File: src/rtl/signed_integrate_dump.sv
// signed_integrate_dump
//   Integrate-and-dump stage for a signed sample stream. NSAMP accepted
//   samples are summed into an OWIDTH-bit signed accumulator; the frame
//   total is loaded into a held output register with a valid/ready
//   handshake, and the next frame starts on the same edge.
//
//   Build option: define SIGNED_INTEGRATE_DUMP_SATURATE_EN to clamp the
//   running sum to the OWIDTH signed range and report overflow on o_ovf.
//   Without it, the sum wraps in two's complement and o_ovf is always 0.
module signed_integrate_dump #(
  parameter int IWIDTH = 5,
  parameter int OWIDTH = 12,
  parameter int NSAMP  = 8
) (
  input  logic              i_clk,
  input  logic              i_reset,
  input  logic [IWIDTH-1:0] i_data,
  input  logic              i_valid,
  output logic              o_ready,
  input  logic              i_clear,
  output logic [OWIDTH-1:0] o_data,
  output logic              o_ovf,
  output logic              o_valid,
  input  logic              i_ready
);

  localparam int              CW       = $clog2(NSAMP);
  localparam logic [CW-1:0]   CNT_LAST = CW'(NSAMP - 1);

  // Frame state
  logic signed [OWIDTH-1:0] acc_q, acc_d;
  logic [CW-1:0]            cnt_q, cnt_d;
  logic                     ovf_f_q, ovf_f_d;

  // Output register
  logic [OWIDTH-1:0]        out_data_q, out_data_d;
  logic                     out_ovf_q, out_ovf_d;
  logic                     out_valid_q, out_valid_d;

  // Datapath result for the current sample
  logic signed [OWIDTH-1:0] res;
  logic                     ovf_this;

  logic last_slot;
  logic accept;
  logic pop;

`ifdef SIGNED_INTEGRATE_DUMP_SATURATE_EN
  localparam logic signed [OWIDTH-1:0] SAT_MAX = {1'b0, {(OWIDTH-1){1'b1}}};
  localparam logic signed [OWIDTH-1:0] SAT_MIN = {1'b1, {(OWIDTH-1){1'b0}}};

  logic signed [OWIDTH:0] sum_w;

  // One guard bit: the add is out of range when the top two bits differ,
  // and the guard bit then tells which rail to clamp to.
  always_comb begin
    sum_w    = (OWIDTH+1)'(acc_q) + (OWIDTH+1)'($signed(i_data));
    ovf_this = sum_w[OWIDTH] ^ sum_w[OWIDTH-1];
    if (ovf_this) begin
      res = sum_w[OWIDTH] ? SAT_MIN : SAT_MAX;
    end else begin
      res = sum_w[OWIDTH-1:0];
    end
  end
`else
  // Truncating the wide sum to OWIDTH bits is the same as adding at
  // OWIDTH bits, so no guard bit is carried; overflow is never reported.
  always_comb begin
    res      = acc_q + OWIDTH'($signed(i_data));
    ovf_this = 1'b0;
  end
`endif

  // Only the frame-completing sample is held off by a pending result.
  assign last_slot = (cnt_q == CNT_LAST);
  assign o_ready   = !i_clear && !(last_slot && out_valid_q && !i_ready);
  assign accept    = i_valid && o_ready;
  assign pop       = out_valid_q && i_ready;

  // Next-state: accumulate, dump on the last slot, restart on clear.
  always_comb begin
    // NOTE: every variable driven here gets a default first so no path
    // leaves it unassigned, which would otherwise infer a latch.
    acc_d       = acc_q;
    cnt_d       = cnt_q;
    ovf_f_d     = ovf_f_q;
    out_data_d  = out_data_q;
    out_ovf_d   = out_ovf_q;
    out_valid_d = out_valid_q;

    if (pop) begin
      out_valid_d = 1'b0;
    end

    if (accept) begin
      if (last_slot) begin
        // A dump on the same edge as a pop reloads and keeps valid high.
        out_data_d  = res;
        out_ovf_d   = ovf_f_q | ovf_this;
        out_valid_d = 1'b1;
        acc_d       = '0;
        cnt_d       = '0;
        ovf_f_d     = 1'b0;
      end else begin
        acc_d   = res;
        cnt_d   = cnt_q + 1'b1;
        ovf_f_d = ovf_f_q | ovf_this;
      end
    end

    // o_ready is low during clear, so no sample can be accepted here.
    if (i_clear) begin
      acc_d   = '0;
      cnt_d   = '0;
      ovf_f_d = 1'b0;
    end
  end

  // State registers with synchronous reset that overrides everything.
  always_ff @(posedge i_clk) begin
    // NOTE: sequential state uses non-blocking assignments so every
    // register samples pre-edge values regardless of statement order.
    if (i_reset) begin
      acc_q       <= '0;
      cnt_q       <= '0;
      ovf_f_q     <= 1'b0;
      out_data_q  <= '0;
      out_ovf_q   <= 1'b0;
      out_valid_q <= 1'b0;
    end else begin
      acc_q       <= acc_d;
      cnt_q       <= cnt_d;
      ovf_f_q     <= ovf_f_d;
      out_data_q  <= out_data_d;
      out_ovf_q   <= out_ovf_d;
      out_valid_q <= out_valid_d;
    end
  end

  assign o_data  = out_data_q;
  assign o_ovf   = out_ovf_q;
  assign o_valid = out_valid_q;

endmodule

File: config.mk
export PLATFORM = sky130hd
export DESIGN_NAME = signed_integrate_dump
export DESIGN_NICKNAME = d
export VERILOG_FILES = /design/src/rtl/signed_integrate_dump.sv
export SDC_FILE = /design/constraint.sdc
export NUM_CORES = 1
export LEC_CHECK = 0
export ABC_CLOCK_PERIOD_IN_PS = 3500
export BUFFER_PORTS_ARGS = -buffer_cell sky130_fd_sc_hd__buf_2
export CORE_UTILIZATION = 58
export CTS_BUF_LIST = sky130_fd_sc_hd__clkbuf_2
export DETAILED_ROUTE_END_ITERATION = 6
export PLACE_DENSITY = 0.81
export SLEW_MARGIN = 0
export SYNTH_ARGS = -nofsm -noshare
export SYNTH_HDL_FRONTEND = slang
export SYNTH_SLANG_ARGS = --single-unit
File: constraint.sdc
create_clock -name i_clk -period 3.5 [get_ports i_clk]
set_input_delay 1.05 -clock i_clk [delete_from_list [all_inputs] [get_ports i_clk]]
set_output_delay 1.05 -clock i_clk [all_outputs]
set_load 0.01 [all_outputs]
==> impl_metrics.ini <==
[run]
cap_violations = 0

[logic_synthesis]
netlist_instances = 191
synth_area_leaders = dfxtp_1, ha_1, a21oi_1
yosysWarnings = 0
syn_area_mm2 = 0.00160
synth_seq_cells = 28
synth_top_area_share_pct = 35.1
synth_nets = 215
syn-mean-instance-area_um2 = 8.37
seq_area_frac_synth_pct = 35.1
synth_most_common_cell = dfxtp_1
synth_area_leader_cell = dfxtp_1
synth_top_flop_cell = dfxtp_1
synth_cell_types = 48
synth_edf_count = 0
ys_top_cells_by_count = dfxtp_1, nand2_1, a21oi_1
synthArstFlopShare_pct = 0

[cells_and_area]
n_antenna_cell = 0
syn_to_final_growth_pct = 9.23
multi_input_area_um2 = 996
nNetsFinal = 237
finalNonFillerCells = 242
fin_area_mm2 = 0.00175
regArea_um2 = 561
drive_gt1_share_pct = 16.0
fin_util_pct = 68.6
fillers = 226

[place]
placed_area_mm2 = 0.00173
dp_hpwl_um = 2560
gp_congestion = 0.933
io_buffers = 23
dp.cells = 238

[setup_path]
arrival_ps = 3100
required_ps = 3810
end_kind = flop
worstSetupStartpointType = primary input
criticalPathCategory = primary input to flop
reg2regPathDepth = 8
cp_max_fo = 4

[sta]
timing.fmax_mhz = 359
drv_slew = 0
rsz0062_at_grt = false
relSlewSlack_pct = 61.7
clock_skew_ps = 6.82
tightest_slew_ps = 571
finalSetupViolations = 0
finalCritPeriodShare_pct = 79.6
min_period_ps = 2790
hold_violations = 0
fin_setup_tns_ps = 0

[drt]
ant_nets = 0
viasPerCell = 6.05
drt_iter0_markers = 39
wl_um = 3310
wl_per_cell_um = 13.7
via_count = 1465
drcViolationCount = 0
drt_pass1_iterations = 4

[floorplanning]
die-width_um = 54.5
dieArea_mm2 = 0.00297
core_mm2 = 0.00254
initial_core_util_pct = 62.8
rows = 18
io_pins = 25
dieHeight_um = 54.5

[clocking]
cts-root-buf = clkbuf_2
clock_sinks = 28
numCtsBuffers = 3
cts_tree = done
clk_pin_slew_ps = 270
clk-insertion-delay-late_ps = 370
h-tree-depth = 1
post_cts_resize_count = 0
clk_path_buf_depth = 2
postCtsHoldBufs = 0
postCtsSetupBuffers = 0

[global_routing]
grt_pass1_wl_um = 5330
grtUsageTotal_pct = 24.5
grt_max_degree = 17
grt.overflow.total = 0
antenna_found_initial = 0
grt_pass1_vias = 1260

[power]
ir_drop_uv = 223
leakage_nw = 0.781
p_per_area_mw_per_mm2 = 319

[hold_path]
worstHoldPathCells = 2
min_path_type = flop to flop

[status]
status = finished, final reports clean
## power by group
part / leakage, nW / total [W] / switching, W / internal (W)
clock: 0.0140 / 0.000123 / 0.0000981 / 0.0000248
sequential: 0.226 / 0.000336 / 0.00000628 / 0.000329
combinational: 0.541 / 0.0000984 / 0.0000571 / 0.0000413
total: 0.781 / 0.000557 / 0.000161 / 0.000395
## critical path, cell delays in order
cell,delay (ps)
buf_2,100
ha_1,230
fa_1,410
a21o_1,210
nand4_1,110
a21boi_1,100
o211a_1,270
or3_1,350
a32o_1,250
## per-layer routing
metal | global-route usage (%) | routed length (um) | vias up
met2 | 41.5 | 1470 | 39
met4 | 6.41 | 27 | 0
met5 | 0 | 0 | -
met3 | 4.17 | 151 | 4
li1 | - | - | 737
met1 | 31.7 | 1660 | 685
## flip-flops by register name, summed over array words and instances (netlist names)
| signal | count |
|---|---|
| acc_q | 12 |
| cnt_q | 3 |
| o_data | 12 |
| o_valid | 1 |
## cells by family (layout without fill, tap and decap cells)
family | Yosys count | in the layout | share of synthesized area [%]
mux | 1 | 1 | 0.626
fa+ha+maj | 14 | 14 | 11.4
compound gates | 56 | 56 | 23.7
buf+inv | 10 | 31 | 2.66
other cells | 1 | 1 | 0.235
flops | 28 | 28 | 35.1
simple gates | 74 | 74 | 22.5
xor+xnor | 7 | 7 | 3.83
## through the flow
step | total power [W] | hold slack, ps | setup slack (ps)
2_1_floorplan | 0.000413 | 429 | 537
3_3_place_gp | 0.000435 | 441 | 364
3_5_place_dp | 0.000438 | 446 | 316
4_1_cts | 0.000554 | 472 | 733
5_1_grt | 0.000575 | 495 | 623
6_report | 0.000557 | 469 | 713
## layout make-up
| class | instances | area share [%] |
|---|---|---|
| clock buffer | 3 | 0.860 |
| timing repair buffer | 24 | 7.02 |
| tap | 30 | 2.15 |
| clock inverter | 1 | 0.215 |
| inverter | 3 | 0.645 |
| sequential | 28 | 32.1 |
| multi-input combinational | 153 | 57.0 |
## layout by cell type, fill, tap and decap left out, types with 2 or more instances in the layout
cell | netlist | final
dfxtp_1 | 28 | 28
nand2_1 | 26 | 26
buf_2 | 1 | 23
a21oi_1 | 20 | 20
nor2_1 | 16 | 16
ha_1 | 13 | 13
o21ai_0 | 7 | 7
xnor2_1 | 6 | 6
a21o_1 | 5 | 5
nor3_1 | 5 | 5
or3_1 | 5 | 5
a22oi_1 | 4 | 4
a211oi_1 | 4 | 4
inv_1 | 3 | 3
clkbuf_2 | 0 | 3
or2_2 | 2 | 2
nand2b_1 | 2 | 2
nor3b_1 | 2 | 2
nor2_2 | 2 | 2
nand3b_1 | 2 | 2
nand4_1 | 2 | 2
and2_1 | 2 | 2
nand3_1 | 2 | 2
and3_1 | 2 | 2
a32o_1 | 2 | 2
## path summary, 6_finish.rpt
kind	startpoint	to	slack, ps
setup reg to reg	acc_q[0]$_SDFFE_PP0P_	acc_q[10]$_SDFFE_PP0P_	1130
hold reg to reg	o_data[0]$_SDFFE_PP0P_	o_data[0]$_SDFFE_PP0P_	470
hold / removal	o_data[0]$_SDFFE_PP0P_	o_data[0]$_SDFFE_PP0P_	470
setup / recovery	i_data[0]	acc_q[10]$_SDFFE_PP0P_	710
Note: power is estimated with default switching activity, not from simulation.
